**src/rtl/ov7670_config_seq.sv**
```systemverilog
// Steps through a 16-bit camera configuration ROM and issues one SCCB register access per entry.
// Define OV7670_CFG_READBACK_EN to turn FE_xx entries into SCCB reads; without it they are skipped.
module ov7670_config_seq #(
   parameter int unsigned DELAY_CYCLES = 250000,
   parameter logic [7:0]  ROM_LAST     = 8'd255
) (
   input  logic        clk,
   input  logic        rst_n,
   input  logic        start,
   output logic [7:0]  rom_addr,
   output logic        rom_clk_en,
   input  logic [15:0] rom_dout,
   output logic        sccb_start,
   input  logic        sccb_ready,
   output logic        sccb_rd,
   output logic [7:0]  sccb_reg,
   output logic [7:0]  sccb_wdata,
   input  logic        sccb_done,
   input  logic [7:0]  sccb_rdata,
   output logic [7:0]  last_rdata,
   output logic        busy,
   output logic        done,
   output logic [2:0]  state_dbg
);

   // SCCB handshake: sccb_start is held with sccb_rd/sccb_reg/sccb_wdata stable
   // until a clock edge sees sccb_ready=1; that edge is the transfer.
   typedef enum logic [2:0] {IDLE, FETCH, LATCH, DECODE, SEND, WAIT, DELAY, DONE} state_t;

   localparam logic [31:0] DELAY_LOAD = (DELAY_CYCLES > 0) ? DELAY_CYCLES - 1 : 32'd0;

   state_t      state;
   logic [15:0] entry;
   logic [31:0] delay_cnt;
   logic        at_last;
   logic        advance;

   assign state_dbg = state;
   assign at_last   = (rom_addr == ROM_LAST);

`ifdef OV7670_CFG_READBACK_EN
   logic [7:0] rdata_q;
   assign last_rdata = rdata_q;
`else
   logic unused_rdata;
   assign unused_rdata = ^sccb_rdata;
   assign last_rdata   = 8'd0;
`endif

   // Every way of finishing an entry funnels through one address-advance path.
   always_comb begin
      advance = 1'b0;
      case (state)
         WAIT:    advance = sccb_done;
         DELAY:   advance = (delay_cnt == 32'd0);
`ifndef OV7670_CFG_READBACK_EN
         DECODE:  advance = (entry[15:8] == 8'hFE);
`endif
         default: advance = 1'b0;
      endcase
   end

   always_ff @(posedge clk) begin
      if (!rst_n) begin
         state      <= IDLE;
         rom_addr   <= 8'd0;
         rom_clk_en <= 1'b0;
         entry      <= 16'd0;
         delay_cnt  <= 32'd0;
         sccb_start <= 1'b0;
         sccb_rd    <= 1'b0;
         sccb_reg   <= 8'd0;
         sccb_wdata <= 8'd0;
         busy       <= 1'b0;
         done       <= 1'b0;
`ifdef OV7670_CFG_READBACK_EN
         rdata_q    <= 8'd0;
`endif
      end else begin
         case (state)
            IDLE, DONE: begin
               if (start) begin
                  rom_addr   <= 8'd0;
                  rom_clk_en <= 1'b1;
                  busy       <= 1'b1;
                  done       <= 1'b0;
                  state      <= FETCH;
               end
            end
            FETCH: begin
               rom_clk_en <= 1'b0;
               state      <= LATCH;
            end
            LATCH: begin
               entry <= rom_dout;
               state <= DECODE;
            end
            DECODE: begin
               if (entry == 16'hFFFF) begin
                  busy  <= 1'b0;
                  done  <= 1'b1;
                  state <= DONE;
               end else if (entry == 16'hFFF0) begin
                  delay_cnt <= DELAY_LOAD;
                  state     <= DELAY;
               end else if (entry[15:8] == 8'hFE) begin
`ifdef OV7670_CFG_READBACK_EN
                  sccb_start <= 1'b1;
                  sccb_rd    <= 1'b1;
                  sccb_reg   <= entry[7:0];
                  sccb_wdata <= 8'd0;
                  state      <= SEND;
`endif
               end else begin
                  sccb_start <= 1'b1;
                  sccb_rd    <= 1'b0;
                  sccb_reg   <= entry[15:8];
                  sccb_wdata <= entry[7:0];
                  state      <= SEND;
               end
            end
            SEND: begin
               if (sccb_ready) begin
                  sccb_start <= 1'b0;
                  state      <= WAIT;
               end
            end
            WAIT: begin
`ifdef OV7670_CFG_READBACK_EN
               if (sccb_done && sccb_rd) rdata_q <= sccb_rdata;
`endif
            end
            DELAY: begin
               if (delay_cnt != 32'd0) delay_cnt <= delay_cnt - 32'd1;
            end
            default: state <= IDLE;
         endcase

         if (advance) begin
            if (at_last) begin
               busy  <= 1'b0;
               done  <= 1'b1;
               state <= DONE;
            end else begin
               rom_addr   <= rom_addr + 8'd1;
               rom_clk_en <= 1'b1;
               state      <= FETCH;
            end
         end
      end
   end

endmodule

```
**config.mk**
```make
export PLATFORM = sky130hd
export DESIGN_NAME = ov7670_config_seq
export DESIGN_NICKNAME = d
export VERILOG_FILES = /design/src/rtl/ov7670_config_seq.sv
export SDC_FILE = /design/constraint.sdc
export NUM_CORES = 1
export LEC_CHECK = 0
export BUFFER_PORTS_ARGS = -buffer_cell sky130_fd_sc_hd__buf_2
export CELL_PAD_IN_SITES_DETAIL_PLACEMENT = 1
export CELL_PAD_IN_SITES_GLOBAL_PLACEMENT = 1
export CORE_MARGIN = 2
export CORE_UTILIZATION = 41
export DETAILED_ROUTE_END_ITERATION = 16
export PLACE_DENSITY_LB_ADDON = 0.15
export SYNTH_ARGS = -nofsm -noshare
export SYNTH_HDL_FRONTEND = slang
export SYNTH_SLANG_ARGS = --single-unit
```
**constraint.sdc**
```tcl
create_clock -name clk -period 2.89 [get_ports clk]
set_clock_uncertainty 0.05 [all_clocks]
set_input_delay 0.578 -clock clk [delete_from_list [all_inputs] [get_ports clk]]
set_output_delay 0.578 -clock clk [all_outputs]
set_load 0.02 [all_outputs]
```
Word level (Yosys, flattened, before mapping) --
Index checks and enable logic that the tools add are counted.
Word-level totals: flip-flop bits (word level) 79, input port bits 29, output and inout port bits 40, word-level logic and storage cells 82
Cells by class: add/sub/neg operators 2, equal/unequal tests 20, multiplexer cells 36, bitwise operators 3, reductions and logical operators 11
Operators with widths (count):
- 32-bit 2-to-1 mux | 3
- 32-bit one-hot mux with 2 select lines | 1
- 16-bit == test (second input constant) | 2
- 32-bit logical NOT | 1
- 8-bit 2-to-1 mux | 4
- 32-bit nonzero test | 1
- 32-bit by 1-bit subtractor with 32-bit output (second input constant) | 1
- 3-bit 2-to-1 mux | 7
- 8-bit == test (second input constant) | 2
- 1-bit 2-to-1 mux | 15
- 3-bit one-hot mux with 5 select lines | 1
- 3-bit == test (second input constant) | 4
- 2-bit inequality test (second input constant) | 6
- 4-bit AND reduction | 3
- 8-bit by 1-bit adder with 8-bit output (second input constant) | 1
- 1-bit one-hot mux with 2 select lines | 4
- 3-bit by 2-bit == test with 1-bit output (second input constant) | 2
- 3-bit inequality test (second input constant) | 2
- 6-bit nonzero test | 1
- 5-bit inequality test (second input constant) | 1
- 5-bit AND reduction | 1
- 2-bit nonzero test | 2
- 3-bit by 1-bit == test with 1-bit output (second input constant) | 1
- 3-bit logical NOT | 1
- other kinds (3) | 5

Longest topological paths before layout --
word-level depth 6, mapped depth 9, gate-level depth less buffers 8

Worst setup path before layout --
No wires, ideal clock.
path kind reg-to-reg, from register delay_cnt[0], to register delay_cnt[30], library setup time 0.121 ns, arrival time 2.432 ns, required time 2.719 ns, slack 0.288 ns, stages on the path, launching flop included 9, path buffers 0, period minus slack after synthesis 2.602 ns, cell sequence dfxtp_1 -> inv_1 -> ha_1 -> or4b_2 -> or3_1 -> o31ai_2 -> a2111oi_4 -> nand3b_1 -> mux2_2
On the way: longest elaborated chain between the ends 3, elaborated cells between the ends (all ways) 6, those cells by class add/sub (1); eq/ne (1); mux (2); reduce/logical (2)
Ends and longest elaborated chain:
- from (decl) | line 34 | logic [31:0] delay_cnt;
- from (signal assigned) | line 134 | if (delay_cnt != 32'd0) delay_cnt <= delay_cnt - 32'd1;
- 32-bit by 1-bit subtractor with 32-bit output / 32-bit nonzero test (equally long branches) | line 134
- 32-bit 2-to-1 mux / 2-bit inequality test (equally long branches)
- 32-bit one-hot mux with 2 select lines / 4-bit AND reduction (equally long branches)
Parallel ways exist; a longest one is shown, timed or not. The select of a mux whose other input is x is not followed. A chain may end at the register's enable or synchronous reset.

Worst setup path after layout --
Ends and elaborated chain as after synthesis.

==> run metrics <==
type of element launching the critical path flip-flop; final hold viol count 0; IO Pins between 60 and 70; Least-Margin Pin Slew a little over 900 ps; root buffer cell clkbuf_8; Max Used Layer met4; ys async rst share 0%; Top reg by flops delay_cnt; H-tree lvl count 3; xor/xnor share of the synthesized area 5.45%; pre-CTS setup slack 181 ps; FILL cells 1057; FP Rows 34; Seq/Total Area, Yosys 42.8%; Post-synth EDFFs 0; pin count of the biggest net entering global routing 53; worst reg-to-reg path cell count 8; WL met2 between 4 and 5 mm; NumNets Final 515; Critical-path top delay cell or4b_2; CTS tree yes; die area ~9800 sq um; clk_lat worst skew roughly 360 ps; cell count after placement 580; Synth area leaders dfxtp_1 43%, nand2_1 5.1%, nor2_1 5.1%, a21oi_1 4.5%, mux2i_1 4.3%; Starting Density between 40% and 50%; Hold Slack around 400 ps; Setup CP Type flip-flop to flip-flop; Peak Freq ~370 MHz; worst setup margin 170 ps; Pleak about 1.7 nW; Synth Instances between 400 and 500; Die H 99.0 um; layout overhead on the synthesized area 14.8%; ys flop type dfxtp_1; RR Endpoint delay_cnt[30]; Core ar. approximately 8700 sq um; Req. time, crit path around 3100 ps; fin area around 4200 sq um; Seq cells post-synth a little under 80; minimum clock period 2720 ps; overall power roughly 2.3 mW; most numerous cell in the Yosys netlist dfxtp_1; VDD IR max ~240 uV; DR iter-0 viols a little over 90; Finished Layout Cells between 500 and 600; initial antenna violation count 0; Pwr Density around 550 nW/um^2; crit-path leading delay family simple AND/OR/NAND/NOR gates; vias in the first global route between 3000 and 4000; RD Place Congestion 0.802; syn avg cell area around 8.6 sq um; WL/cell about 16 um; first-pass GRT wire length 16.4 mm; GRT Util Overall approximately 20%; Fin Setup TNS 0 ps; Post-Route M1 WL 4.23 mm; antenna-violating nets left 0; final WL between 9 and 10 mm; clock-pin slew on the worst setup and hold paths 80 ps; worst-path maximum fanout 5; top flop regs delay_cnt x32, entry x16; worst-case clock buffer depth 2; HPWL Detailed around 6.6 mm; Setup Viol. Count Final 0; largest family of logic cells by synthesized area simple AND/OR/NAND/NOR gates; DRC 0; Ys Warns 0; Cell Area, Placed 4070 sq um; Antenna Cells 0; met3 WL post-DR 333 um; Critical Path End Type flip-flop; mux cell area share after synthesis under 10%; Worst R2R Start delay_cnt[0]; Horiz. Die Dim roughly 100 um; port bufs 51; Syn Std Cell Area around 3700 sq um; Slew Viols, Final 0; top cells by count, synth 79 x dfxtp_1, 50 x nand2_1, 50 x nor2_1; reg2reg setup slack about 170 ps; crit path DAT 2930 ps; final worst-path cycle share a little over nine tenths; adder-cell share of the synthesized area under 10%; Via density 5.52; Post-CTS Hold Buffers 0; biggest area consumer among synthesized cells dfxtp_1; CP Depth 8; Clock Sinks between 70 and 80; Slew headroom 38.2%; drt first pass iters 4; max_cap viols 0; layout cell share with drive strength beyond 1 between 20% and 30%; synth unique cells 60; hold crit path type input pin to flip-flop; Setup crit end delay_cnt[30]; crit path launch delay_cnt[0]; outcome complete, no violations; complex-gate fraction of the synthesized area between 10% and 20%; sum of buffers and inverters on the critical path 1; Largest register FFs 32; area fraction of the dominant cell type after synthesis around 43%; Crit path largest cell delay slightly above 600 ps; CTS Buf Count 9; Post-Route Utilization about half; RSZ-0062 raised after global routing false; CP Cell Sequence inv_1 -> ha_1 -> or4b_2 -> or3_1 -> o31ai_2 -> a2111oi_4 -> nand3b_1 -> mux2_2; post-synthesis simple-gate area fraction between 20% and 30%; detailed-route via count roughly 3300; grt ovf 0
-- tightest hold or removal path, cell delays in order --
cell and delay, ps:
buf_2 100, nand2_1 50, a21oi_1 50
-- how the worst min path moves through the flow --
stage	start	to	cells after the start
global placement	delay_cnt[23]	delay_cnt[23]	2
global route	rom_dout[15]	entry[15]	3
floorplan	delay_cnt[23]	delay_cnt[23]	2
detailed placement	delay_cnt[23]	delay_cnt[23]	2
CTS	rom_dout[0]	entry[0]	3
finish	rom_dout[12]	entry[12]	3
-- placed cells by master, fill, tap and decap left out, drive strengths merged, types with 4 or more instances in the layout --
master,count
a211oi,7
a21oi,33
a31oi,5
and3,8
buf,66
clkbuf,10
clkinv,4
conb,9
dfxtp,79
inv,4
mux2i,16
nand2,50
nand3,12
nor2,50
nor3,20
nor4,12
o211ai,4
o21ai,9
o31ai,6
o41ai,4
or3,6
or4,7
xnor2,15
xor2,8
-- layout make-up --
cell class	count	area [sq um]	share of cell area (%)
clock inverter	6	37.5	0.884
timing repair buffer	66	368	8.66
multi-input combinational	322	1980	46.6
tap	108	135	3.18
sequential	79	1580	37.3
inverter	5	18.8	0.442
clock buffer	10	128	3.01
-- routing by layer --
metal	vias up	track usage [%]
li1	1621	-
met1	1614	25.4
met2	46	34.8
met3	10	3.76
met4	0	7.80
met5	-	0
-- cells by family (layout without fill, tap and decap cells) --
kind of cell / Yosys count / in the layout
buf+inv: 37 / 87
mux: 18 / 18
xor+xnor: 23 / 23
compound gates: 83 / 83
simple gates: 186 / 186
flops: 79 / 79
fa+ha+maj: 3 / 3
other cells: 1 / 9
-- repair_timing --
item                       in CTS  in global routing
setup endpoints to repair       0                  1
setup buffers                   0                  0
resized for setup               0                  1
-- power breakdown --
group / internal (mW) / switching [mW] / total [mW]
clock network: 0.307 / 0.426 / 0.733
registers: 1.15 / 0.0565 / 1.20
logic: 0.147 / 0.251 / 0.398
(Power assumes the default switching activity.)
